<file path="config.mk">
export PLATFORM = sky130hd
export DESIGN_NAME = clk_ratio_scheduler_flat
export DESIGN_NICKNAME = d
export VERILOG_FILES = /design/src/rtl/clk_ratio_scheduler_pkg.sv /design/src/rtl/clk_ratio_scheduler_if.sv /design/src/rtl/clk_sched_prio_arb.sv /design/src/rtl/clk_ratio_scheduler.sv /design/src/flat_wrapper.sv
export SDC_FILE = /design/constraint.sdc
export NUM_CORES = 1
export LEC_CHECK = 0
export CORE_ASPECT_RATIO = 0.75
export CORE_UTILIZATION = 31
export DETAILED_ROUTE_END_ITERATION = 16
export DONT_BUFFER_PORTS = 1
export PLACE_DENSITY = 0.47
export SLEW_MARGIN = 10
export SYNTH_ARGS = -nofsm -noshare
export SYNTH_HDL_FRONTEND = slang
export SYNTH_SLANG_ARGS = --single-unit
</file>
<file path="constraint.sdc">
create_clock -name i_clk -period 6 [get_ports i_clk]
set_clock_uncertainty 0.1 [all_clocks]
set_input_delay 1.8 -clock i_clk [delete_from_list [all_inputs] [get_ports i_clk]]
set_output_delay 1.8 -clock i_clk [all_outputs]
set_load 0.01 [all_outputs]
</file>
<file path="src/rtl/clk_ratio_scheduler_pkg.sv">
// -----------------------------------------------------------------------------
// clk_ratio_scheduler_pkg
// Shared definitions for the clock-ratio scheduler.
//   - default parameter values (requester count, ratio width, reset ratio)
//   - FSM state encoding (RUN / PEND / PAUSE), also exported as a debug output
// -----------------------------------------------------------------------------
package clk_ratio_scheduler_pkg;

  localparam int N_REQ_DEF       = 3;  // requesters: turbo, tape loader, debug halt
  localparam int DIV_W_DEF       = 4;  // width of one divide ratio
  localparam int DEFAULT_DIV_DEF = 4;  // 14 MHz -> 3.5 MHz

  // RUN   : ratio stable, counter free-running
  // PEND  : a different (ratio, owner) is wanted; waiting for a period boundary
  // PAUSE : ratio 0 applied, CPU clock halted
  typedef enum logic [1:0] {
    ST_RUN   = 2'd0,
    ST_PEND  = 2'd1,
    ST_PAUSE = 2'd2
  } sched_state_t;

endpackage

</file>
<file path="src/rtl/clk_ratio_scheduler_if.sv">
// -----------------------------------------------------------------------------
// clk_ratio_scheduler_if
// Bundles the request side and the clock-enable side of the scheduler.
//
// Request semantics: i_req[k] is a level request, there is no ready signal.
// A requester owns the clock ratio while its bit is set in o_gnt; ownership
// and ratio change together, only on a divided-period boundary (or at once
// when the clock is paused). o_busy is high while a change is waiting,
// o_sw_done pulses for one cycle when it is applied.
//
//   i_req       N_REQ        level request per requester (0 = highest priority)
//   i_div       N_REQ*DIV_W  requested ratio, requester k at [k*DIV_W +: DIV_W]
//   o_gnt       N_REQ        one-hot current owner, 0 = default ratio
//   o_clk_en    1            one-cycle strobe per divided period
//   o_clk_phase 1            divided square wave
//   o_div_cur   DIV_W        ratio currently applied
//   o_busy      1            ratio change pending
//   o_sw_done   1            pulse when a new ratio is applied
//   o_dbg_state 2            FSM state for observation
// -----------------------------------------------------------------------------
interface clk_ratio_scheduler_if
  import clk_ratio_scheduler_pkg::*;
#(
  parameter int N_REQ = N_REQ_DEF,
  parameter int DIV_W = DIV_W_DEF
);
  logic [N_REQ-1:0]       i_req;
  logic [N_REQ*DIV_W-1:0] i_div;
  logic [N_REQ-1:0]       o_gnt;
  logic                   o_clk_en;
  logic                   o_clk_phase;
  logic [DIV_W-1:0]       o_div_cur;
  logic                   o_busy;
  logic                   o_sw_done;
  sched_state_t           o_dbg_state;

  // Control logic side: drives requests, observes the clock enables.
  modport master (
    output i_req, i_div,
    input  o_gnt, o_clk_en, o_clk_phase, o_div_cur, o_busy, o_sw_done, o_dbg_state
  );

  // Scheduler side.
  modport slave (
    input  i_req, i_div,
    output o_gnt, o_clk_en, o_clk_phase, o_div_cur, o_busy, o_sw_done, o_dbg_state
  );
endinterface

</file>
<file path="src/rtl/clk_sched_prio_arb.sv">
// -----------------------------------------------------------------------------
// clk_sched_prio_arb
// Combinational fixed-priority picker plus ratio mux.
// The lowest-index active request wins; its ratio becomes the target.
// With no request the target is DEFAULT_DIV and the grant is all zero.
//
//   i_req    N_REQ        level requests
//   i_div    N_REQ*DIV_W  packed requested ratios
//   o_gnt    N_REQ        one-hot winner (0 when idle)
//   o_target DIV_W        ratio of the winner, or DEFAULT_DIV
// -----------------------------------------------------------------------------
module clk_sched_prio_arb
  import clk_ratio_scheduler_pkg::*;
#(
  parameter int N_REQ       = N_REQ_DEF,
  parameter int DIV_W       = DIV_W_DEF,
  parameter int DEFAULT_DIV = DEFAULT_DIV_DEF,
  parameter int IDX_W       = (N_REQ > 1) ? $clog2(N_REQ) : 1
) (
  input  logic [N_REQ-1:0]       i_req,
  input  logic [N_REQ*DIV_W-1:0] i_div,
  output logic [N_REQ-1:0]       o_gnt,
  output logic [DIV_W-1:0]       o_target
);

  localparam logic [DIV_W-1:0] DEF_DIV = DIV_W'(DEFAULT_DIV);

  logic [IDX_W-1:0] w_idx;
  logic             w_hit;
  logic [N_REQ-1:0] w_gnt;
  logic [DIV_W-1:0] w_target;

  always_comb begin
    w_idx = '0;
    w_hit = 1'b0;
    // Scan from the top down so the last assignment is the lowest index.
    for (int k = N_REQ - 1; k >= 0; k--) begin
      if (i_req[k]) begin
        w_hit = 1'b1;
        w_idx = IDX_W'(k);
      end
    end
    w_gnt    = w_hit ? (N_REQ'(1) << w_idx) : '0;
    w_target = w_hit ? i_div[w_idx*DIV_W +: DIV_W] : DEF_DIV;
  end

  assign o_gnt    = w_gnt;
  assign o_target = w_target;

endmodule

</file>
<file path="src/rtl/clk_ratio_scheduler.sv">
// -----------------------------------------------------------------------------
// clk_ratio_scheduler
// Arbitrates the CPU clock-divide ratio between several requesters and
// generates the divided clock enable and phase from i_clk. A ratio change
// is applied only on a period boundary, so the divided clock never sees a
// runt or stretched cycle. Ratio 0 halts the divided clock (PAUSE); leaving
// PAUSE does not wait for a boundary.
//
//   i_clk  system clock
//   i_rst  asynchronous, active-low reset
//   bus    clk_ratio_scheduler_if.slave (requests in, clock enables out)
// -----------------------------------------------------------------------------
module clk_ratio_scheduler
  import clk_ratio_scheduler_pkg::*;
#(
  parameter int N_REQ       = N_REQ_DEF,
  parameter int DIV_W       = DIV_W_DEF,
  parameter int DEFAULT_DIV = DEFAULT_DIV_DEF
) (
  input  logic                  i_clk,
  input  logic                  i_rst,
  clk_ratio_scheduler_if.slave  bus
);

  localparam logic [DIV_W-1:0] DEF_DIV = DIV_W'(DEFAULT_DIV);

  sched_state_t     r_state;
  logic [DIV_W-1:0] r_cnt;
  logic [DIV_W-1:0] r_div_cur;
  logic [N_REQ-1:0] r_gnt;
  logic             r_clk_en;
  logic             r_clk_phase;
  logic             r_busy;
  logic             r_sw_done;

  logic [N_REQ-1:0] w_gnt_next;
  logic [DIV_W-1:0] w_target;
  logic             w_change;
  logic             w_boundary;
  logic [DIV_W-1:0] w_cnt_inc;

  clk_sched_prio_arb #(
    .N_REQ       (N_REQ),
    .DIV_W       (DIV_W),
    .DEFAULT_DIV (DEFAULT_DIV)
  ) u_arb (
    .i_req    (bus.i_req),
    .i_div    (bus.i_div),
    .o_gnt    (w_gnt_next),
    .o_target (w_target)
  );

  // Phase for a given counter value: high for the second half of the period.
  // A zero ratio (halted) keeps the phase low.
  function automatic logic f_phase(input logic [DIV_W-1:0] cnt,
                                   input logic [DIV_W-1:0] div);
    return (div != '0) && (cnt >= (div >> 1));
  endfunction

  assign w_change   = (w_target != r_div_cur) || (w_gnt_next != r_gnt);
  // div-1 is only meaningful when div != 0; the guard avoids the wrap.
  assign w_boundary = (r_div_cur != '0) && (r_cnt == (r_div_cur - DIV_W'(1)));
  assign w_cnt_inc  = w_boundary ? '0 : (r_cnt + DIV_W'(1));

  always_ff @(posedge i_clk or negedge i_rst) begin
    if (!i_rst) begin
      r_state     <= ST_RUN;
      r_cnt       <= '0;
      r_div_cur   <= DEF_DIV;
      r_gnt       <= '0;
      r_clk_en    <= 1'b0;
      r_clk_phase <= 1'b0;
      r_busy      <= 1'b0;
      r_sw_done   <= 1'b0;
    end else begin
      r_sw_done <= 1'b0;
      r_clk_en  <= 1'b0;
      case (r_state)
        ST_RUN: begin
          r_clk_en    <= w_boundary;
          r_cnt       <= w_cnt_inc;
          r_clk_phase <= f_phase(w_cnt_inc, r_div_cur);
          if (w_change) begin
            r_state <= ST_PEND;
            r_busy  <= 1'b1;
          end
        end

        ST_PEND: begin
          // The strobe for the last old period is issued even when switching.
          r_clk_en <= w_boundary;
          if (!w_change) begin
            r_state     <= ST_RUN;
            r_busy      <= 1'b0;
            r_cnt       <= w_cnt_inc;
            r_clk_phase <= f_phase(w_cnt_inc, r_div_cur);
          end else if (w_boundary) begin
            r_div_cur   <= w_target;
            r_gnt       <= w_gnt_next;
            r_cnt       <= '0;
            r_clk_phase <= f_phase('0, w_target);
            r_sw_done   <= 1'b1;
            r_busy      <= 1'b0;
            r_state     <= (w_target == '0) ? ST_PAUSE : ST_RUN;
          end else begin
            r_cnt       <= w_cnt_inc;
            r_clk_phase <= f_phase(w_cnt_inc, r_div_cur);
          end
        end

        ST_PAUSE: begin
          // Halted: no period to finish, so a new target applies at once.
          r_cnt       <= '0;
          r_clk_phase <= 1'b0;
          r_busy      <= 1'b0;
          if (w_change) begin
            r_div_cur   <= w_target;
            r_gnt       <= w_gnt_next;
            r_clk_phase <= f_phase('0, w_target);
            r_sw_done   <= 1'b1;
            r_state     <= (w_target == '0) ? ST_PAUSE : ST_RUN;
          end
        end

        default: begin
          r_state <= ST_RUN;
          r_busy  <= 1'b0;
        end
      endcase
    end
  end

  assign bus.o_gnt       = r_gnt;
  assign bus.o_clk_en    = r_clk_en;
  assign bus.o_clk_phase = r_clk_phase;
  assign bus.o_div_cur   = r_div_cur;
  assign bus.o_busy      = r_busy;
  assign bus.o_sw_done   = r_sw_done;
  assign bus.o_dbg_state = r_state;

endmodule

</file>
<file path="src/flat_wrapper.sv">
// flat-port wrapper written by rule: the top's interface ports become plain ports
module clk_ratio_scheduler_flat import clk_ratio_scheduler_pkg::*;
#(
  parameter int N_REQ       = N_REQ_DEF,
  parameter int DIV_W       = DIV_W_DEF,
  parameter int DEFAULT_DIV = DEFAULT_DIV_DEF
)
  (i_clk, i_rst, bus_i_req, bus_i_div, bus_o_gnt, bus_o_clk_en, bus_o_clk_phase, bus_o_div_cur, bus_o_busy, bus_o_sw_done, bus_o_dbg_state);
  clk_ratio_scheduler_if #(.N_REQ(N_REQ), .DIV_W(DIV_W)) bus_i ();
  input  logic i_clk;
  input  logic i_rst;
  input wire logic [$bits(bus_i.i_req)-1:0] bus_i_req;
  input wire logic [$bits(bus_i.i_div)-1:0] bus_i_div;
  output wire logic [$bits(bus_i.o_gnt)-1:0] bus_o_gnt;
  output wire logic [$bits(bus_i.o_clk_en)-1:0] bus_o_clk_en;
  output wire logic [$bits(bus_i.o_clk_phase)-1:0] bus_o_clk_phase;
  output wire logic [$bits(bus_i.o_div_cur)-1:0] bus_o_div_cur;
  output wire logic [$bits(bus_i.o_busy)-1:0] bus_o_busy;
  output wire logic [$bits(bus_i.o_sw_done)-1:0] bus_o_sw_done;
  output wire logic [$bits(bus_i.o_dbg_state)-1:0] bus_o_dbg_state;
  assign bus_i.i_req = bus_i_req;
  assign bus_i.i_div = bus_i_div;
  assign bus_o_gnt = bus_i.o_gnt;
  assign bus_o_clk_en = bus_i.o_clk_en;
  assign bus_o_clk_phase = bus_i.o_clk_phase;
  assign bus_o_div_cur = bus_i.o_div_cur;
  assign bus_o_busy = bus_i.o_busy;
  assign bus_o_sw_done = bus_i.o_sw_done;
  assign bus_o_dbg_state = bus_i.o_dbg_state;
  clk_ratio_scheduler #(.N_REQ(N_REQ), .DIV_W(DIV_W), .DEFAULT_DIV(DEFAULT_DIV)) u_core (.i_clk(i_clk), .i_rst(i_rst), .bus(bus_i));
endmodule
</file>
==> results of run 1 <==
-- sequential cells by signal, indices dropped and copies added (netlist names) --
| register | flops |
|---|---|
| u_core.r_cnt | 4 |
| u_core.bus.o_sw_done | 1 |
| u_core.bus.o_clk_phase | 1 |
| u_core.bus.o_div_cur | 4 |
| u_core.bus.o_busy | 1 |
| u_core.bus.o_gnt | 3 |
| u_core.bus.o_dbg_state | 2 |
| u_core.bus.o_clk_en | 1 |
-- synthesized netlist by cell type, types with 2 or more instances --
library cell   n  share of area, %
mux2i_1        3               2.1
a21o_1         2               1.1
nand2b_1      11               4.8
dfrtp_1       16                28
buf_2          2              0.70
nand2_1       12               3.2
nor2b_1        2              0.88
nor2_1        14               3.7
mux2_2         9               7.1
nor3_1         4               1.4
ha_1           9               7.9
a22o_1         2               1.2
nand3_1        5               1.8
o31ai_1        2               1.1
o2111a_1       2               1.6
nand3b_1       4               2.1
inv_1         10               2.6
buf_6          2               1.6
a21oi_1        5               1.8
o21ai_0       10               3.5
o22ai_1        2              0.88
xor2_1         4               2.5
xnor2_1        6               3.7
-- power by group --
part	switching, W	leakage [nW]	internal, W
registers	0.000104	0.213	0.000171
logic	0.000251	0.408	0.000245
clock network	0.0000422	0.0217	0.0000468
total	0.000397	0.643	0.000462
-- layer usage --
layer	vias to the layer above	GRT usage, %	routed length, um
met2	28	24.7	1460
li1	564	-	-
met4	0	3.83	29
met1	553	20.4	1730
met3	5	5.56	223
met5	-	0	0
-- metrics by stage --
stage	cells	setup WS [ps]	power (W)	hold WS [ps]
after global routing	213	2560	0.000938	496
after global placement	209	2350	0.000765	444
final	213	2630	0.000859	449
after CTS	213	2660	0.000864	460
after detailed placement	209	2390	0.000769	451
after floorplan	160	2540	0.000676	405
-- critical path: cells and delay by family --
kind             cells  cell delay (ps)
AO/OA/AOI/OAI        3              800
AND/OR/NAND/NOR      1              190
multiplexers         2              620
-- path summary, 6_finish.rpt --
| check | startpoint | end |
|---|---|---|
| setup / recovery | bus_i_req[1] | u_core.bus.o_div_cur[0] |
| hold / removal | u_core.r_cnt[3] | u_core.r_cnt[3] |
| setup reg to reg | u_core.bus.o_div_cur[0] | u_core.bus.o_clk_phase |
| hold reg to reg | u_core.r_cnt[3] | u_core.r_cnt[3] |
| max in group asynchronous | i_rst | u_core.bus.o_div_cur[2] |
| min in group asynchronous | i_rst | u_core.bus.o_gnt[2] |
-- cell type report --
cell class | instances | area (um^2)
sequential | 17 | 427
clock buffer | 3 | 41.3
inverter | 10 | 37.5
multi-input combinational | 127 | 922
fill | 454 | 2730
clock inverter | 1 | 7.51
tap | 55 | 68.8
-- kinds of logic after synthesis --
| logic type | count (synthesis) |
|---|---|
| buf+inv | 16 |
| compound gates | 37 |
| xor+xnor | 10 |
| mux | 12 |
| flops | 17 |
| fa+ha+maj | 9 |
| simple gates | 59 |
==> results by stage, run 1 <==
Floorplan:
- The die span in x is 80.4 um.
- The overall die height is 60.8 um.
- The number of placement rows is 20.
- The overall die area is 0.00488 mm^2.
- The number of placed I/O pins is 30.
- For this configuration, the core starts out at a cell density of 33.8%.
- After floorplanning, the core was sized to cover 0.00423 mm^2.

Synth:
- The sequential cell area fraction in the yosys report is 29.9%.
- After Yosys synthesis, XOR and XNOR cells account for 6.13% of the synthesized area.
- The total of warnings raised by yosys is 0.
- The number of enable-type register cells in the synthesized netlist is 0.
- In this run the cell area of the synthesized design comes to 0.00143 mm^2.
- The netlist uses 45 different library cells.
- The area share of and/or/nand/nor cells after synthesis is 21.5%.
- After synthesis, the largest family of logic cells by area is simple AND/OR/NAND/NOR gates.
- The multiplexer area fraction after synthesis is 9.20%.
- Summing the areas of all compound-gate instances in the mapped netlist gives 19.9% of the synthesized area.
- The most common flop cell mapped by yosys is dfrtp_1.
- The fraction of registers with async set/reset is 100%.
- After synthesis, the mean cell area works out to 8.92 um^2.
- The number of synthesized register bits is 17.
- The number of nets in the synthesized netlist is 186.
- Synthesis produced a netlist whose cell count is 160.
- The adder-cell area share of the yosys netlist is 7.89%.

Clocking:
- The post-cts hold buffer count is 0.
- After clock tree synthesis, the repair step resized 0 gates.
- The clock tree buffer depth is 2.
- At the later pin of the worst-skew pair, clock insertion delay measures 250 ps.
- The total setup buffers inserted after CTS is 0.
- The number of clock buffers added by TritonCTS is 3.
- TritonCTS built the clock tree.
- Clock tree synthesis selected as its root buffer the cell clkbuf_8.
- CTS saw 17 sinks.
- After clock tree synthesis, the clock-pin slew on the worst setup and hold paths is 70 ps.
- The H-tree depth is 1.

STA:
- Setup repair after global routing left no endpoint under its margin.
- The setup-violating endpoint count in the final report is 0.
- The final number of max-transition violations is 0.
- The minimum clock period after layout is 3370 ps.
- The number of endpoints with negative hold slack in the final report is 0.
- The maximum achievable frequency is 297 MHz.
- The worst slew slack as a fraction of its limit is 70.5%.
- At the pin with the least slew margin, the transition time is 439 ps.
- The worst path uses 56.1% of the clock period.
- Summed over all failing endpoints, the final setup total negative slack is 0 ps.

Flow run:
- Max-cap violations in this run came to 0.

GRT:
- After global routing the overflow that remains totals 0.
- Global routing used 15.6% of the available tracks.
- The largest net degree at the start of global routing is 18.
- The via count of the first global-routing pass came to 1,144.
- The initial antenna violation count was 0.
- The global-route wire length before repair is 5.61 mm.

Worst setup path:
- At the worst endpoint, the arrival time is 3410 ps.
- In this run the register-to-register setup slack is 2840 ps.
- Traced cell by cell, the critical path runs through nand3b_1 -> mux2i_1 -> o2111a_1 -> o2111ai_2 -> o211ai_4 -> mux2_2.
- The maximum fanout along the worst path is 12.
- The kind of end point of the critical path is a flop.
- At the worst endpoint, the required time is 6040 ps.
- The critical path is of the in -> reg type.
- For this run, the slowest stage of the critical path takes 370 ps.
- The largest individual stage delay along the critical path comes from the cell mux2_2.
- The depth of the most critical reg-to-reg path is 13.
- STA classifies the critical path startpoint as an input pin.

Layout:
- The share of the core filled with cells is 35.6%.
- The library cells used most frequently in the layout, excluding fill and tap cells, are dfrtp_1 (16), nor2_1 (14), nand2_1 (12), nand2b_1 (11).
- Summing all non-filler instances in the final layout gives an area of 0.00150 mm^2.
- The commonest non-fill, non-tap cell in the layout is dfrtp_1.
- 0 antenna diodes ended up in the layout.
- Compared with the post-synthesis result, the final layout area differs by 5.35%.
- The fraction of layout instances using a drive strength above 1 is 12.0%.
- At the end of the flow, the number of nets in the layout was 185.

Drt:
- After detailed routing, the average wire length per cell comes to 16.2 um.
- The via count of the routed design is 1,150.
- For this run, design rule violations remaining after detail routing come to 0.
- The wire length reported by the detailed router is 3.45 mm.
- Using the TritonRoute via totals, the vias-per-cell ratio works out to 5.40.
- The detailed-routing iteration count for the pre-antenna-repair pass is 4.
- The count of nets left with antenna violations once routing finished came out at 0.
- The starting DRC count in detailed routing is 53.

Power and ir drop:
- For this design the static power due to leakage is 0.643 nW.
- The power per cell area is 571 mW/mm^2.
- IR analysis of the VDD net gives a maximum drop of 256 uV.

Placement:
- The detailed-placement wirelength estimate is 2.80 mm.
- The count of buffers added on input and output ports is 0.
- The instance area at placement is 0.00146 mm^2.
- At the end of routability-driven placement, the weighted congestion stood at 0.951.

Worst hold path:
- The class of the tightest hold or removal check is reg -> reg.
- Counting instances, the worst hold path has a depth of 1.

Run status:
- The flow ran to the end, and the final reports show no timing, DRC or antenna violations.
(Power assumes the default switching activity.)
==> inputs of run 2 (changes only) <==
==> constraint.sdc (replaced) <==
create_clock -name i_clk -period 3.5 [get_ports i_clk]
set_clock_uncertainty 0.1 [all_clocks]
set_input_delay 1.05 -clock i_clk [delete_from_list [all_inputs] [get_ports i_clk]]
set_output_delay 1.05 -clock i_clk [all_outputs]
set_load 0.01 [all_outputs]
==> run 2 against run 1 <==
Highest routed layer unchanged. Total power rose by 70%. Worst setup slack got worse by 2200 ps. Clock power rose by 73%. Largest cell class unchanged. Combinational power rose by 70%. First-iteration DRC count rose to 3.2 times the previous value. Sequential power rose by 70%. Count of clock-buffer cells in the layout did not move. Via count fell by 1.1%. Routed wire length rose by 0.29%. Global-route usage rose by 0.37 points. Die area did not move.
==> results by stage, run 2 (synthesized netlist as in run 1, its figures left out) <==
Run status:
- The run finished with clean final reports.

Placement:
- In this run, placement finished with an instance count of 209.
- Detailed placement ended at an HPWL of 2.71 mm.
- Routability-driven placement finished with a final weighted congestion of 0.854.
- The worst setup slack before clock tree synthesis is 413 ps.
- Input and output buffers added on the ports amount to 0.
- Summing all placed instances gives a cell area of 0.00146 mm^2.

Floorplan:
- The effective utilization at floorplan is 33.8%.
- The overall die height is 60.8 um.
- The die covers 0.00488 mm^2.
- The number of placement rows is 20.
- The die span in x is 80.4 um.
- The number of placed I/O pins is 30.
- The core region is 0.00423 mm^2.

GRT:
- Entering global routing, the biggest net connects 18 pins.
- The total congestion overflow after global routing is 0.
- The first global-routing pass estimated 5.82 mm of wire.
- The via count of the first global-routing pass is 1,140.
- The initial antenna violation count was 0.
- Across every metal layer, demand over resource in global routing totals 16.0%.

Flow run:
- Max-cap violations in this run came to 0.

STA:
- The minimum hold slack is 383 ps.
- The worst slew slack as a fraction of its limit is 69.0%.
- The final number of max-transition violations is 0.
- Setup repair after global routing left no endpoint under its margin.
- The worst path uses 88.2% of the clock period.
- The slack of the critical path is 412 ps.
- The worst-margin pin slew is 461 ps.
- The minimum clock period after layout is 3090 ps.
- Static timing analysis puts the maximum clock frequency at 324 MHz.
- Summed over all failing endpoints, the final setup total negative slack is 0 ps.
- The setup-violating endpoint count in the final report is 0.
- The number of endpoints with negative hold slack in the final report is 0.

Power and ir drop:
- In this run the static leakage power is 0.643 nW.
- For this design the ratio of total power to cell area is 972 mW/mm^2.
- The maximum resistive drop on vdd is 403 uV.

Drt:
- After the first detailed-routing iteration, the DRC count stood at 171.
- The remaining antenna violation count is 0.
- After detailed routing, the number of remaining DRC violations is 0.
- The detailed-routing iteration count for the pre-antenna-repair pass is 4.
- The wire length reported by the detailed router is 3.46 mm.
- The vias per cell is 5.34.
- The routed layout has 1,137 vias.
- Dividing the detail-routed wire length by the instance count gives 16.2 um.

Layout:
- The count of inserted antenna diode cells is 0.
- For this run, the number of standard cells in the final layout without fillers is 213.
- In the layout the commonest cells are dfrtp_1 (16), nor2_1 (14), nand2_1 (12), nand2b_1 (11).
- The fraction of layout instances using a drive strength above 1 is 12.0%.
- The commonest non-fill, non-tap cell in the layout is dfrtp_1.
- The number of nets in the finished design is 185.
- The post-route cell area is 0.00150 mm^2.
- The synthesis-to-finish area growth is 5.35%.

Worst setup path:
- The origin of the worst setup path is u_core.bus.o_div_cur[0].
- The count of buffer and inverter cells on the critical path is 1.
- The family with the most delay on the worst path is compound AO/OA/AOI/OAI gates.
- The worst flop-to-flop path startpoint is u_core.bus.o_div_cur[0].
- The critical path data arrival time is 3120 ps.
- The largest individual stage delay along the critical path comes from the cell dfrtp_1.
- Of all nets on the critical path, the largest fanout is 8.
- Walking the worst path, the cells encountered are inv_1 -> ha_1 -> xor2_1 -> o211ai_1 -> nand3_1 -> nand2b_1 -> ha_1 -> nand2b_1 -> a21o_1 -> a21oi_1 -> o21ai_0 -> a32oi_1 -> o22ai_1.
- The kind of end point of the critical path is a flop.
- In this design, the stage delay of the slowest critical-path cell is 580 ps.
- The critical path is of the reg -> reg type.
- The kind of launch point of the worst setup path is a flop.
- The required arrival time at the worst endpoint is 3540 ps.

Clocking:
- TritonCTS created 3 clock buffers.
- The clock-pin transition on the worst setup and hold timing paths is 70 ps.
- The post-cts hold buffer count is 0.
- Counting every sink on the clock net gives 17.
- The H-tree depth is 1.
- The TritonCTS clock tree is built.
- After clock tree synthesis, the repair step resized 0 gates.
- The clock tree buffer depth is 2.
- The cell at the root of the clock tree is clkbuf_8.
- For the worst-skew pair, the clock arrives at the later sink with an insertion delay of 250 ps.
- The total setup buffers inserted after CTS is 0.

Worst hold path:
- The class of the tightest hold or removal check is in -> async.
run 2: layer usage:
layer | global-route usage, % | vias up | share of wire [%]
met5 | 0 | - | 0
met4 | 2.30 | 0 | 0.32
met3 | 5.41 | 2 | 5.5
met2 | 24.7 | 16 | 44
met1 | 22.1 | 551 | 50
li1 | - | 568 | -
run 2: final timing paths:
| check | endpoint | slack [ps] | cells after the start |
|---|---|---|---|
| min in group i_clk | u_core.r_cnt[3] | 460 | 1 |
| hold / removal | u_core.bus.o_busy | 380 | 0 |
| max in group asynchronous | u_core.bus.o_div_cur[2] | 2740 | 0 |
| hold reg to reg | u_core.r_cnt[3] | 460 | 1 |
| setup / recovery | u_core.bus.o_clk_phase | 410 | 13 |
| setup reg to reg | u_core.bus.o_clk_phase | 410 | 13 |
run 2: where the power goes:
group          internal, W  switching (W)  leakage [nW]
Combinational     0.000417       0.000424         0.408
Clock            0.0000801      0.0000735        0.0217
Sequential        0.000293       0.000174         0.213
run 2: final cells by class:
type,count,area (um^2)
Tap cell,55,68.8
Sequential cell,17,427
Clock buffer,3,41.3
Multi-Input combinational cell,127,922
Inverter,10,37.5
Clock inverter,1,7.51
Fill cell,424,2730
run 2: per-stage QoR:
step                utilization [%]  power (W)
floorplan                         -    0.00116
global placement               34.4    0.00131
detailed placement             34.4    0.00131
CTS                            35.6    0.00147
global route                   35.6    0.00162
finish                         35.6    0.00146
